==> src/rtl/cell_test_sequencer_if.sv <==
// Config, status and cell-pin bundle for the
// standard-cell test sequencer.
interface cell_test_sequencer_if #(
  parameter int N_IN     = 2,
  parameter int SETTLE_W = 4,
  parameter int CNT_W    = 16
);
  logic                   start_i;
  logic                   abort_i;
  logic [(1<<N_IN)-1:0]   truth_i;
  logic [SETTLE_W-1:0]    settle_i;
  logic [7:0]             loops_i;
  logic                   cell_y_i;
  logic [N_IN-1:0]        cell_a_o;
  logic                   busy_o;
  logic                   done_o;
  logic                   pass_o;
  logic [CNT_W-1:0]       err_cnt_o;
  logic                   fail_vld_o;
  logic [N_IN-1:0]        fail_vec_o;

  modport master (
    output start_i, abort_i, truth_i,
    output settle_i, loops_i, cell_y_i,
    input  cell_a_o, busy_o, done_o,
    input  pass_o, err_cnt_o,
    input  fail_vld_o, fail_vec_o
  );

  modport slave (
    input  start_i, abort_i, truth_i,
    input  settle_i, loops_i, cell_y_i,
    output cell_a_o, busy_o, done_o,
    output pass_o, err_cnt_o,
    output fail_vld_o, fail_vec_o
  );
endinterface

==> src/rtl/cell_test_sequencer.sv <==
// Sweeps all input vectors of a cell under test,
// compares against a truth table, counts mismatches.
module cell_test_sequencer #(
  parameter int N_IN     = 2,
  parameter int SETTLE_W = 4,
  parameter int CNT_W    = 16
) (
  input logic                  wb_clk_i,
  input logic                  wb_rst_i,
  cell_test_sequencer_if.slave io
);

  localparam int NV = 1 << N_IN;
  localparam logic [N_IN-1:0] VEC_LAST = '1;
  localparam logic [N_IN-1:0] VEC_ONE = N_IN'(1);
  localparam logic [SETTLE_W-1:0] CNT_ONE =
    SETTLE_W'(1);
  localparam logic [CNT_W-1:0] ERR_ONE = CNT_W'(1);
  localparam logic [CNT_W-1:0] ERR_MAX = '1;

  typedef enum logic [1:0] {
    IDLE,
    SETTLE,
    SAMPLE
  } state_t;

  state_t              state_q, state_d;
  logic [N_IN-1:0]     vec_q, vec_d;
  logic [SETTLE_W-1:0] cnt_q, cnt_d;
  logic [SETTLE_W-1:0] settle_q, settle_d;
  logic [7:0]          loops_q, loops_d;
  logic [NV-1:0]       truth_q, truth_d;
  logic                y_q, y_d;
  logic                busy_q, busy_d;
  logic                done_q, done_d;
  logic                pass_q, pass_d;
  logic [CNT_W-1:0]    err_q, err_d;
  logic                fvld_q, fvld_d;
  logic [N_IN-1:0]     fvec_q, fvec_d;
  logic                mis;

  assign mis = y_q != truth_q[vec_q];
  assign y_d = io.cell_y_i;

  always_comb begin
    state_d  = state_q;
    vec_d    = vec_q;
    cnt_d    = cnt_q;
    settle_d = settle_q;
    loops_d  = loops_q;
    truth_d  = truth_q;
    done_d   = 1'b0;
    pass_d   = pass_q;
    err_d    = err_q;
    fvld_d   = fvld_q;
    fvec_d   = fvec_q;
    if (state_q != IDLE && io.abort_i) begin
      // results freeze; pass stays cleared
      state_d = IDLE;
      vec_d   = '0;
    end else begin
      unique case (state_q)
        IDLE: begin
          if (io.start_i && !io.abort_i) begin
            state_d  = SETTLE;
            vec_d    = '0;
            cnt_d    = io.settle_i;
            settle_d = io.settle_i;
            loops_d  = io.loops_i;
            truth_d  = io.truth_i;
            pass_d   = 1'b0;
            err_d    = '0;
            fvld_d   = 1'b0;
            fvec_d   = '0;
          end
        end
        SETTLE: begin
          if (cnt_q == '0) begin
            state_d = SAMPLE;
          end else begin
            cnt_d = cnt_q - CNT_ONE;
          end
        end
        SAMPLE: begin
          if (mis) begin
            if (err_q != ERR_MAX) begin
              err_d = err_q + ERR_ONE;
            end
            if (!fvld_q) begin
              fvld_d = 1'b1;
              fvec_d = vec_q;
            end
          end
          if (vec_q != VEC_LAST) begin
            vec_d   = vec_q + VEC_ONE;
            cnt_d   = settle_q;
            state_d = SETTLE;
          end else if (loops_q == 8'd1) begin
            state_d = IDLE;
            vec_d   = '0;
            done_d  = 1'b1;
            pass_d  = !fvld_q && !mis;
          end else begin
            // loops of zero never counts down
            if (loops_q != 8'd0) begin
              loops_d = loops_q - 8'd1;
            end
            vec_d   = '0;
            cnt_d   = settle_q;
            state_d = SETTLE;
          end
        end
        default: begin
          state_d = IDLE;
          vec_d   = '0;
        end
      endcase
    end
    busy_d = state_d != IDLE;
  end

  always_ff @(posedge wb_clk_i) begin
    if (wb_rst_i) begin
      state_q  <= IDLE;
      vec_q    <= '0;
      cnt_q    <= '0;
      settle_q <= '0;
      loops_q  <= '0;
      truth_q  <= '0;
      y_q      <= 1'b0;
      busy_q   <= 1'b0;
      done_q   <= 1'b0;
      pass_q   <= 1'b0;
      err_q    <= '0;
      fvld_q   <= 1'b0;
      fvec_q   <= '0;
    end else begin
      state_q  <= state_d;
      vec_q    <= vec_d;
      cnt_q    <= cnt_d;
      settle_q <= settle_d;
      loops_q  <= loops_d;
      truth_q  <= truth_d;
      y_q      <= y_d;
      busy_q   <= busy_d;
      done_q   <= done_d;
      pass_q   <= pass_d;
      err_q    <= err_d;
      fvld_q   <= fvld_d;
      fvec_q   <= fvec_d;
    end
  end

  assign io.cell_a_o   = vec_q;
  assign io.busy_o     = busy_q;
  assign io.done_o     = done_q;
  assign io.pass_o     = pass_q;
  assign io.err_cnt_o  = err_q;
  assign io.fail_vld_o = fvld_q;
  assign io.fail_vec_o = fvec_q;

endmodule

==> src/flat_wrapper.sv <==
// flat-port wrapper written by rule: the top's interface ports become plain ports
module cell_test_sequencer_flat 
#(
  parameter int N_IN     = 2,
  parameter int SETTLE_W = 4,
  parameter int CNT_W    = 16
)
  (wb_clk_i, wb_rst_i, io_start_i, io_abort_i, io_truth_i, io_settle_i, io_loops_i, io_cell_y_i, io_cell_a_o, io_busy_o, io_done_o, io_pass_o, io_err_cnt_o, io_fail_vld_o, io_fail_vec_o);
  cell_test_sequencer_if #(.N_IN(N_IN), .SETTLE_W(SETTLE_W), .CNT_W(CNT_W)) io_i ();
  input logic wb_clk_i;
  input logic wb_rst_i;
  input wire logic [$bits(io_i.start_i)-1:0] io_start_i;
  input wire logic [$bits(io_i.abort_i)-1:0] io_abort_i;
  input wire logic [$bits(io_i.truth_i)-1:0] io_truth_i;
  input wire logic [$bits(io_i.settle_i)-1:0] io_settle_i;
  input wire logic [$bits(io_i.loops_i)-1:0] io_loops_i;
  input wire logic [$bits(io_i.cell_y_i)-1:0] io_cell_y_i;
  output wire logic [$bits(io_i.cell_a_o)-1:0] io_cell_a_o;
  output wire logic [$bits(io_i.busy_o)-1:0] io_busy_o;
  output wire logic [$bits(io_i.done_o)-1:0] io_done_o;
  output wire logic [$bits(io_i.pass_o)-1:0] io_pass_o;
  output wire logic [$bits(io_i.err_cnt_o)-1:0] io_err_cnt_o;
  output wire logic [$bits(io_i.fail_vld_o)-1:0] io_fail_vld_o;
  output wire logic [$bits(io_i.fail_vec_o)-1:0] io_fail_vec_o;
  assign io_i.start_i = io_start_i;
  assign io_i.abort_i = io_abort_i;
  assign io_i.truth_i = io_truth_i;
  assign io_i.settle_i = io_settle_i;
  assign io_i.loops_i = io_loops_i;
  assign io_i.cell_y_i = io_cell_y_i;
  assign io_cell_a_o = io_i.cell_a_o;
  assign io_busy_o = io_i.busy_o;
  assign io_done_o = io_i.done_o;
  assign io_pass_o = io_i.pass_o;
  assign io_err_cnt_o = io_i.err_cnt_o;
  assign io_fail_vld_o = io_i.fail_vld_o;
  assign io_fail_vec_o = io_i.fail_vec_o;
  cell_test_sequencer #(.N_IN(N_IN), .SETTLE_W(SETTLE_W), .CNT_W(CNT_W)) u_core (.wb_clk_i(wb_clk_i), .wb_rst_i(wb_rst_i), .io(io_i));
endmodule
==> config.mk <==
export PLATFORM = sky130hd
export DESIGN_NAME = cell_test_sequencer_flat
export DESIGN_NICKNAME = d
export VERILOG_FILES = /design/src/rtl/cell_test_sequencer_if.sv /design/src/rtl/cell_test_sequencer.sv /design/src/flat_wrapper.sv
export SDC_FILE = /design/constraint.sdc
export NUM_CORES = 1
export LEC_CHECK = 0
export BUFFER_PORTS_ARGS = -buffer_cell sky130_fd_sc_hd__clkbuf_2
export CORE_MARGIN = 2
export CORE_UTILIZATION = 51
export DETAILED_ROUTE_END_ITERATION = 8
export PLACE_DENSITY_LB_ADDON = 0.05
export SYNTH_ARGS = -nofsm -noshare
export SYNTH_HDL_FRONTEND = slang
export SYNTH_SLANG_ARGS = --single-unit
==> constraint.sdc <==
create_clock -name wb_clk_i -period 2.2 [get_ports wb_clk_i]
set_input_delay 0.44 -clock wb_clk_i [delete_from_list [all_inputs] [get_ports wb_clk_i]]
set_output_delay 0.44 -clock wb_clk_i [all_outputs]
set_load 0.005 [all_outputs]
==> flow_metrics.env, run 1 <==
export IMPL_synth_warning_count=0
export IMPL_crit_required_ps=2420
export IMPL_dieHeight_um=77.57
export IMPL_synth_top_area_share_pct=34.09
export IMPL_drt_iter0_drc=148
export IMPL_intPower_mw=1.343
export IMPL_grt_setup_unrepaired="false"
export IMPL_final_area_um2=3271
export IMPL_synthFlopType="dfxtp_1"
export IMPL_power_share_switching_pct=31.42
export IMPL_synthTopCellsByArea="dfxtp_1 34%, mux2i_1 7.3%, ha_1 5.4%, nor2_1 4.6%, nand3_1 3.8%"
export IMPL_track_usage_pct=22.79
export IMPL_yosysMostFrequentCell="dfxtp_1"
export IMPL_core_region_area_um2=5172
export IMPL_cp_start_kind="flop"
export IMPL_h_tree_depth=2
export IMPL_grt_pass1_wl_um=11180
export IMPL_vias=2694
export IMPL_worst_slew_pin_slew_ps=578.0
export IMPL_clockBufferDepth=2
export IMPL_place_gp_congestion=0.8582
export IMPL_hold_viol_final=0
export IMPL_switchingPower_mw=0.6155
export IMPL_grt_pass1_vias=2417
export IMPL_critPathTopFamily="simple AND/OR/NAND/NOR gates"
export IMPL_cp_slowest_cell="or4_2"
export IMPL_area_growth_pct=18.50
export IMPL_antenna_found_initial=0
export IMPL_drc=0
export IMPL_crit_type="flop to flop"
export IMPL_final_max_slew_violation_count=0
export IMPL_cp_end_kind="flop"
export IMPL_period_needed_ps=2101
export IMPL_routed_via_density=5.895
export IMPL_async_flop_share_pct=0
export IMPL_portBuffers=44
export IMPL_ys_ff_latch=47
export IMPL_drive_gt1_share_pct=23.26
export IMPL_wl_per_cell_um=14.84
export IMPL_hp_class="input port to flop"
export IMPL_die_w_um=77.57
export IMPL_grt_max_degree=43
export IMPL_p_leak_nw=1.318
export IMPL_synth_top_area_cell="dfxtp_1"
export IMPL_synthDistinctLibCells=56
export IMPL_critical_path_buf_inv_count=2
export IMPL_max_freq_mhz=475.9
export IMPL_syn_inst=332
export IMPL_place_area_um2=3154
export IMPL_p_clk_share_pct=25.1
export IMPL_die_area_um2=6016
export IMPL_cts_tree="built"
export IMPL_insertion_delay_ps=300
export IMPL_fin_util_pct=63.23
export IMPL_syn_area_per_cell_um2=8.314
export IMPL_crit_chain="inv_1, ha_4, buf_4, nand3b_1, mux2_2, nand3_1, or4_2, a31oi_1"
export IMPL_numCtsBuffers=5
export IMPL_clock_skew_ps=11.03
export IMPL_path_clk_slew_ps=80
export IMPL_ctsHoldBuffers=0
export IMPL_final_antenna_net_count=0
export IMPL_maxSlewHeadroom_pct=61.35
export IMPL_period_share_pct=95.51
export IMPL_diodes=0
export IMPL_cts_root_buf="clkbuf_8"
export IMPL_setup_viol=0
export IMPL_nNetsFinal=421
export IMPL_fillCellCount=452
export IMPL_ys_seq_area_share_pct=34.09
export IMPL_initial_core_util_pct=53.36
export IMPL_status="finished, final reports clean"
export IMPL_drv_cap=0
export IMPL_synth_edff_count=0
export IMPL_netlist_area_um2=2760
export IMPL_peakVddDrop_mv=0.3308
export IMPL_cp_max_fo=6
export IMPL_arrival_ps=2320
export IMPL_first_pass_iters=4
export IMPL_detailed_place_hpwl_um=4761
export IMPL_powerDensity_nw_per_um2=598.9
export IMPL_pwr_share_comb_pct=26.6
export IMPL_ios=45
export IMPL_max_stage_delay_ps=660
export IMPL_rows=26
export IMPL_drt_wl_total_um=6781
export IMPL_seqPwrFrac_pct=48.3
export IMPL_clock_sinks=47
export IMPL_synth_common_cells="47 x dfxtp_1, 34 x nor2_1, 21 x nand2_1, 21 x nand3_1, 20 x mux2i_1"
export IMPL_grt_overflow=0
export IMPL_synth_net_count=365
[cell usage in the layout (no fill, tap or decap), types with 6 or more instances in the layout]
cell      Yosys  final
mux2i_1      20     20
a31oi_1       7      7
a21oi_1      19     19
dfxtp_1      47     47
clkbuf_2      0     44
buf_4         0     25
nor3b_1       6      6
nor2_1       34     34
ha_1         12     11
a32o_1        6      6
nor3_1       10     10
nand3_1      21     21
inv_1        16     16
nand2_1      21     21
o21ai_0      12     12
[cell families (layout without fill, tap and decap cells)]
group | after synthesis | count (layout) | share of synthesized area [%]
DFF | 47 | 47 | 34.09
AOI/OAI and AO/OA | 76 | 76 | 19.49
adders and majority gates | 12 | 12 | 5.440
and+or+nand+nor | 138 | 138 | 27.65
xor gates and xnor gates | 2 | 2 | 0.6347
muxes | 21 | 21 | 7.661
buffers and inverters | 36 | 91 | 5.032
[worst paths after layout]
kind / startpoint / end / slack, ps / cells after the start
hold / removal: io_truth_i[2] / u_core.truth_q[2] / 370 / 3
hold reg to reg: u_core.io.fail_vec_o[0] / u_core.io.fail_vec_o[0] / 480 / 2
setup reg to reg: u_core.state_q[0] / u_core.io.err_cnt_o[2] / 100 / 8
setup / recovery: u_core.state_q[0] / u_core.io.err_cnt_o[2] / 100 / 8
[worst register-to-register path, cell delays in order, from the launching register on]
cell and delay, ps:
dfxtp_1 360, inv_1 120, ha_4 200, buf_4 140, nand3b_1 70, mux2_2 190, nand3_1 130, or4_2 660
a31oi_1 180
[timing repair]
item,CTS,global route
cloned,0,0
endpoints found under the setup margin,1,16
buffers inserted,2,1
pin swaps,1,1
endpoints found under the hold margin,0,0
gates resized for setup,0,4
[sequential cells by signal, indices dropped and copies added, names as in the netlist]
signal	cells
u_core.io.fail_vld_o	1
u_core.io.cell_a_o	2
u_core.io.err_cnt_o	16
u_core.io.done_o	1
u_core.state_q	2
u_core.loops_q	8
u_core.io.pass_o	1
u_core.cnt_q	4
u_core.settle_q	4
u_core.io.busy_o	1
u_core.truth_q	4
u_core.io.fail_vec_o	2
u_core.y_q	1
[layout make-up]
cell class	instances	area, um2	area share (%)
clock buffer	6	72.57	2.219
inverter	16	60.06	1.836
multi-input combinational	249	1702	52.03
sequential	47	940.9	28.77
tap	70	87.58	2.678
timing repair buffer	69	407.9	12.47
[metrics by stage]
step | std cells | hold WS (ps) | setup slack (ps) | power, mW | setup TNS [ps]
after global routing | 457 | 382.7 | 0.4745 | 2.078 | 0
after CTS | 456 | 366.9 | 10.10 | 1.971 | 0
after global placement | 448 | 465.0 | 79.93 | 1.460 | 0
final | 457 | 371.8 | 98.76 | 1.959 | 0
after detailed placement | 448 | 473.9 | -10.03 | 1.470 | -10.03
after floorplan | 332 | 462.7 | 76.56 | 1.320 | 0
[routing by layer]
layer	share of wire [%]	up-vias	GRT usage, %	wire, um
li1	-	1345	-	-
met1	48	1247	32.00	3288
met2	44	96	35.04	2992
met3	6.4	6	4.419	434
met4	0.96	0	7.679	65
met5	0	-	0	0
[power groups by stage]
stage,Clock [mW],Combinational (mW),Sequential [mW]
global route,0.544,0.580,0.953
detailed placement,0,0.506,0.964
finish,0.492,0.522,0.946
global placement,0,0.499,0.962
floorplan,0,0.371,0.948
CTS,0.515,0.513,0.944
(Power assumes the default switching activity.)
==> run 2: changes to the inputs <==
SKIP_CTS_REPAIR_TIMING = 1   (was not set)
clock period = 1.9 ns   (was 2.2 ns; I/O delays follow)
==> run 2 against run 1 <==
Net effect: critical endpoint is now u_core.cnt_q[3]; clock power is 18% higher; sequential power up 15%; combinational power increased by 43%; first-iteration DRC count up 63%; clock-buffer cell count increased by 1; global-route usage increased by 2.5 points; core utilization up 9.7 points; flip-flop and latch count is the same; sequential share of layout area is 3.3 points lower; final cell count increased by 9.6%; routed wire length rose by 13%; register-to-register slack got worse by 180 ps; largest power group unchanged; the run now ends with setup timing left.
==> flow_metrics.env, run 2 (synthesis results as in run 1) <==
export IMPL_worst_slew_pin_slew_ps=578.4
export IMPL_crit_type="flop to flop"
export IMPL_layout_common_cells="64 x buf_4, 44 x clkbuf_2, 38 x dfxtp_1"
export IMPL_path_clk_slew_ps=80
export IMPL_cts_tree="built"
export IMPL_final_max_slew_violation_count=0
export IMPL_core_region_area_um2=5172
export IMPL_grt_overflow=0
export IMPL_numCtsBuffers=5
export IMPL_vias=2941
export IMPL_initial_core_util_pct=53.36
export IMPL_final_common_cell="buf_4"
export IMPL_drc=0
export IMPL_fin_setup_tns_ps=-369.8
export IMPL_final_antenna_net_count=0
export IMPL_hold_viol_final=0
export IMPL_top_usage_layer="met2"
export IMPL_instances_no_fill=501
export IMPL_fillCellCount=409
export IMPL_violations="setup timing"
export IMPL_ios=45
export IMPL_drt_iter0_drc=241
export IMPL_cp_end_kind="flop"
export IMPL_wl_per_cell_um=15.33
export IMPL_rows=26
export IMPL_grt_pass1_wl_um=12470
export IMPL_clockBufferDepth=2
export IMPL_hp_class="input port to flop"
export IMPL_met1_usage_pct=34.66
export IMPL_largest_register_ffs=16
export IMPL_peakVddDrop_mv=0.4768
export IMPL_diodes=0
export IMPL_drt_wl_total_um=7680
export IMPL_dieHeight_um=77.57
export IMPL_h_tree_depth=2
export IMPL_grt_max_degree=29
export IMPL_grt_util_met2_pct=41.22
export IMPL_cts_root_buf="clkbuf_8"
export IMPL_drv_cap=0
export IMPL_cp_start_kind="flop"
export IMPL_drive_gt1_share_pct=38.98
export IMPL_clock_skew_ps=7.379
export IMPL_detailed_place_hpwl_um=5552
export IMPL_routed_via_density=5.870
export IMPL_die_w_um=77.57
export IMPL_period_share_pct=104.2
export IMPL_met3_usage_pct=2.558
export IMPL_powerDensity_nw_per_um2=640.1
export IMPL_status="finished, violations left"
export IMPL_area_growth_pct=36.76
export IMPL_nNetsFinal=464
export IMPL_cp_max_fo=5
export IMPL_grt_pass1_vias=2677
export IMPL_p_leak_nw=1.554
export IMPL_first_pass_iters=4
export IMPL_max_freq_mhz=505.2
export IMPL_finalWorstSetupSlack_ps=-79.43
export IMPL_arrival_ps=2210
export IMPL_clock_sinks=47
export IMPL_track_usage_pct=25.28
export IMPL_place_gp_congestion=0.8658
export IMPL_dpl_cell_count=489
export IMPL_setup_viol=9
export IMPL_portBuffers=44
export IMPL_crit_required_ps=2130
export IMPL_antenna_found_initial=0
export IMPL_period_needed_ps=1979
export IMPL_die_area_um2=6016
export IMPL_maxSlewHeadroom_pct=61.34
export IMPL_insertion_delay_ps=300
export IMPL_grt_setup_unrepaired="true"
## run 2: cell types whose count changed in the layout (fill, tap and decap cells not counted), moves of 3 or more
cell      before  now
a211oi_1       3    0
or4_4          2    6
dfxtp_2        0    6
a211oi_2       0    3
dfxtp_4        0    3
ha_4           1    4
nor2_2         0    3
dfxtp_1       47   38
nor2_1        34   30
or4_1          5    2
buf_4         25   64
buf_6          0    3
ha_1          11    7
## run 2: path summary, 6_finish.rpt
kind	slack, ps	end	depth (start not counted)	start
setup / recovery	-80	u_core.cnt_q[3]	5	u_core.loops_q[7]
hold / removal	310	u_core.truth_q[3]	3	io_truth_i[3]
setup reg to reg	-80	u_core.cnt_q[3]	5	u_core.loops_q[7]
hold reg to reg	480	u_core.io.fail_vec_o[0]	2	u_core.io.fail_vec_o[0]
## run 2: layout make-up
cell class / count / area, um2 / share of cell area, %
clock buffer: 7 / 76.32 / 2.022
multi-input combinational: 249 / 1837 / 48.66
timing repair buffer: 112 / 754.5 / 19.99
tap: 70 / 87.58 / 2.320
inverter: 16 / 60.06 / 1.591
sequential: 47 / 959.7 / 25.42
## run 2: stage by stage
| stage | worst slack (ps) | hold WS (ps) | instance area (um2) | utilization [%] | total power, mW |
|---|---|---|---|---|---|
| 2_1_floorplan | -25.72 | 462.7 | 2790 | - | 1.535 |
| 3_3_place_gp | -16.50 | 472.6 | 3502 | 67.71 | 1.772 |
| 3_5_place_dp | -116.3 | 470.0 | 3502 | 67.71 | 1.788 |
| 4_1_cts | -139.0 | 307.6 | 3578 | 69.18 | 2.362 |
| 5_1_grt | -126.9 | 351.8 | 3775 | 72.98 | 2.538 |
| 6_report | -79.43 | 309.6 | 3775 | 72.98 | 2.416 |
## run 2: power breakdown
group / internal (mW) / switching, mW
clock network: 0.254 / 0.329
registers: 1.04 / 0.0493
logic: 0.358 / 0.388
## run 2: layer usage
metal / part of all wire (%) / routed length [um]
met2: 46 / 3547
met5: 0 / 0
met4: 1.5 / 112
met1: 46 / 3532
met3: 6.3 / 486
## run 2: worst max-delay path, stage by stage (launching register included)
cell and delay (ps):
dfxtp_2 320, or4_4 560, or4_4 510, o2111a_2 230, nand2b_4 150, a21oi_1 140
==> run 3: changes to the inputs <==
GPL_TIMING_DRIVEN = 0   (was not set)
==> run 3 against run 2 <==
Net effect: the run still ends with setup timing left; worst hold slack improved by 6.4 ps; sequential power barely moved; register-to-register slack lost 50 ps; die area did not move; cell area decreased by 3.0%; routed wire length is 4.1% higher; global-route usage down 0.27 points; critical path depth is the same; non-clock buffer count is 23 lower; sequential share of layout area increased by 1.0 points; largest power group unchanged.
==> flow_metrics.env, run 3 (synthesis results as in run 1) <==
export IMPL_status="finished, violations left"
export IMPL_violations="setup timing"
export IMPL_cts_tree="built"
export IMPL_p_leak_nw=1.421
export IMPL_place_area_um2=3093
export IMPL_hp_class="input port to flop"
export IMPL_crit_chain="and4_4, nand4_4, or4_4, or4_4, a211oi_2"
export IMPL_critPathTopFamily="simple AND/OR/NAND/NOR gates"
export IMPL_drt_wl_total_um=7994
export IMPL_first_pass_iters=5
export IMPL_final_area_um2=3660
export IMPL_powerDensity_nw_per_um2=666.5
export IMPL_crit_type="flop to flop"
export IMPL_grt_pass1_vias=2521
export IMPL_finalWorstSetupSlack_ps=-131.1
export IMPL_track_usage_pct=25.01
export IMPL_drt_iter0_drc=243
export IMPL_cp_slowest_cell="or4_4"
export IMPL_max_stage_delay_ps=520
export IMPL_wl_per_cell_um=16.69
export IMPL_grt_setup_unrepaired="true"
export IMPL_cts_root_buf="clkbuf_8"
export IMPL_nNetsFinal=441
export IMPL_dpl_cell_count=445
export IMPL_final_common_cell="clkbuf_2"
export IMPL_initial_core_util_pct=53.36
export IMPL_ios=45
export IMPL_antenna_found_initial=0
export IMPL_rows=26
export IMPL_routed_via_density=6.013
export IMPL_final_max_slew_violation_count=0
export IMPL_grt_overflow=0
export IMPL_core_region_area_um2=5172
export IMPL_drv_cap=0
export IMPL_max_freq_mhz=492.4
export IMPL_vias=2880
export IMPL_period_share_pct=106.9
export IMPL_final_antenna_net_count=0
export IMPL_peakVddDrop_mv=0.4096
export IMPL_grt_max_degree=14
export IMPL_fin_util_pct=70.75
export IMPL_arrival_ps=2260
export IMPL_largest_register_ffs=16
export IMPL_clock_skew_ps=6.408
export IMPL_die_w_um=77.57
export IMPL_worst_slew_pin_slew_ps=620.6
export IMPL_clockBufferDepth=2
export IMPL_place_gp_congestion=0.9177
export IMPL_setup_viol=13
export IMPL_drive_gt1_share_pct=37.16
export IMPL_layout_common_cells="47 x clkbuf_2, 34 x dfxtp_1, 30 x nor2_1"
export IMPL_drc=0
export IMPL_portBuffers=43
export IMPL_pre_cts_ws_ps=-343.3
export IMPL_insertion_delay_ps=300
export IMPL_detailed_place_hpwl_um=5263
export IMPL_cp_start_kind="flop"
export IMPL_clock_sinks=47
export IMPL_die_area_um2=6016
export IMPL_crit_required_ps=2130
export IMPL_instances_no_fill=479
export IMPL_cp_common_cell="or4_4"
export IMPL_numCtsBuffers=5
export IMPL_path_clk_slew_ps=90
export IMPL_hold_viol_final=0
export IMPL_h_tree_depth=2
export IMPL_maxSlewHeadroom_pct=58.62
export IMPL_grt_pass1_wl_um=12120
export IMPL_diodes=0
export IMPL_period_needed_ps=2031
export IMPL_dieHeight_um=77.57
export IMPL_cp_max_fo=6
export IMPL_area_growth_pct=32.59
export IMPL_cp_end_kind="flop"
export IMPL_p_total_mw=2.439
export IMPL_critical_path_buf_inv_count=0
-- run 3: path summary, 6_finish.rpt --
path                              to  cells after the start              startpoint  slack [ps]
min reg2reg       u_core.settle_q[1]                      2      u_core.settle_q[1]         500
max          u_core.io.err_cnt_o[13]                      5  u_core.io.err_cnt_o[0]        -130
min                u_core.truth_q[1]                      3           io_truth_i[1]         320
max reg2reg  u_core.io.err_cnt_o[13]                      5  u_core.io.err_cnt_o[0]        -130
-- run 3: report_power, final --
part           leakage, nW  internal (mW)  switching (mW)
clock network       0.0422          0.259           0.337
logic                0.990          0.353           0.402
registers            0.389           1.04          0.0512
-- run 3: per-layer routing --
layer | vias to the layer above | track usage, % | share of wire [%]
li1 | 1392 | - | -
met1 | 1364 | 34.04 | 45
met2 | 117 | 39.74 | 46
met3 | 7 | 6.163 | 8.0
met4 | 0 | 6.429 | 0.95
met5 | - | 0 | 0
-- run 3: area by class of cell --
| class | count | area (um2) |
|---|---|---|
| buffer | 20 | 130.1 |
| clock buffer | 7 | 76.32 |
| clock inverter | 1 | 5.005 |
| fill | 427 | 1513 |
| inverter | 16 | 62.56 |
| multi-input combinational | 249 | 1896 |
| sequential | 47 | 967.2 |
| tap | 70 | 87.58 |
| timing repair buffer | 69 | 435.4 |
-- run 3: metrics by stage --
step / TNS (ps) / hold WS (ps)
2_1_floorplan: -31.59 / 462.7
3_3_place_gp: -6067 / 467.9
3_5_place_dp: -6865 / 478.8
4_1_cts: -7641 / 307.9
5_1_grt: -2345 / 331.1
6_report: -436.7 / 316.0
-- run 3: worst register-to-register path, cell delays in order (launching register included) --
cell,delay [ps]
dfxtp_4,390
and4_4,260
nand4_4,160
or4_4,450
or4_4,520
a211oi_2,170
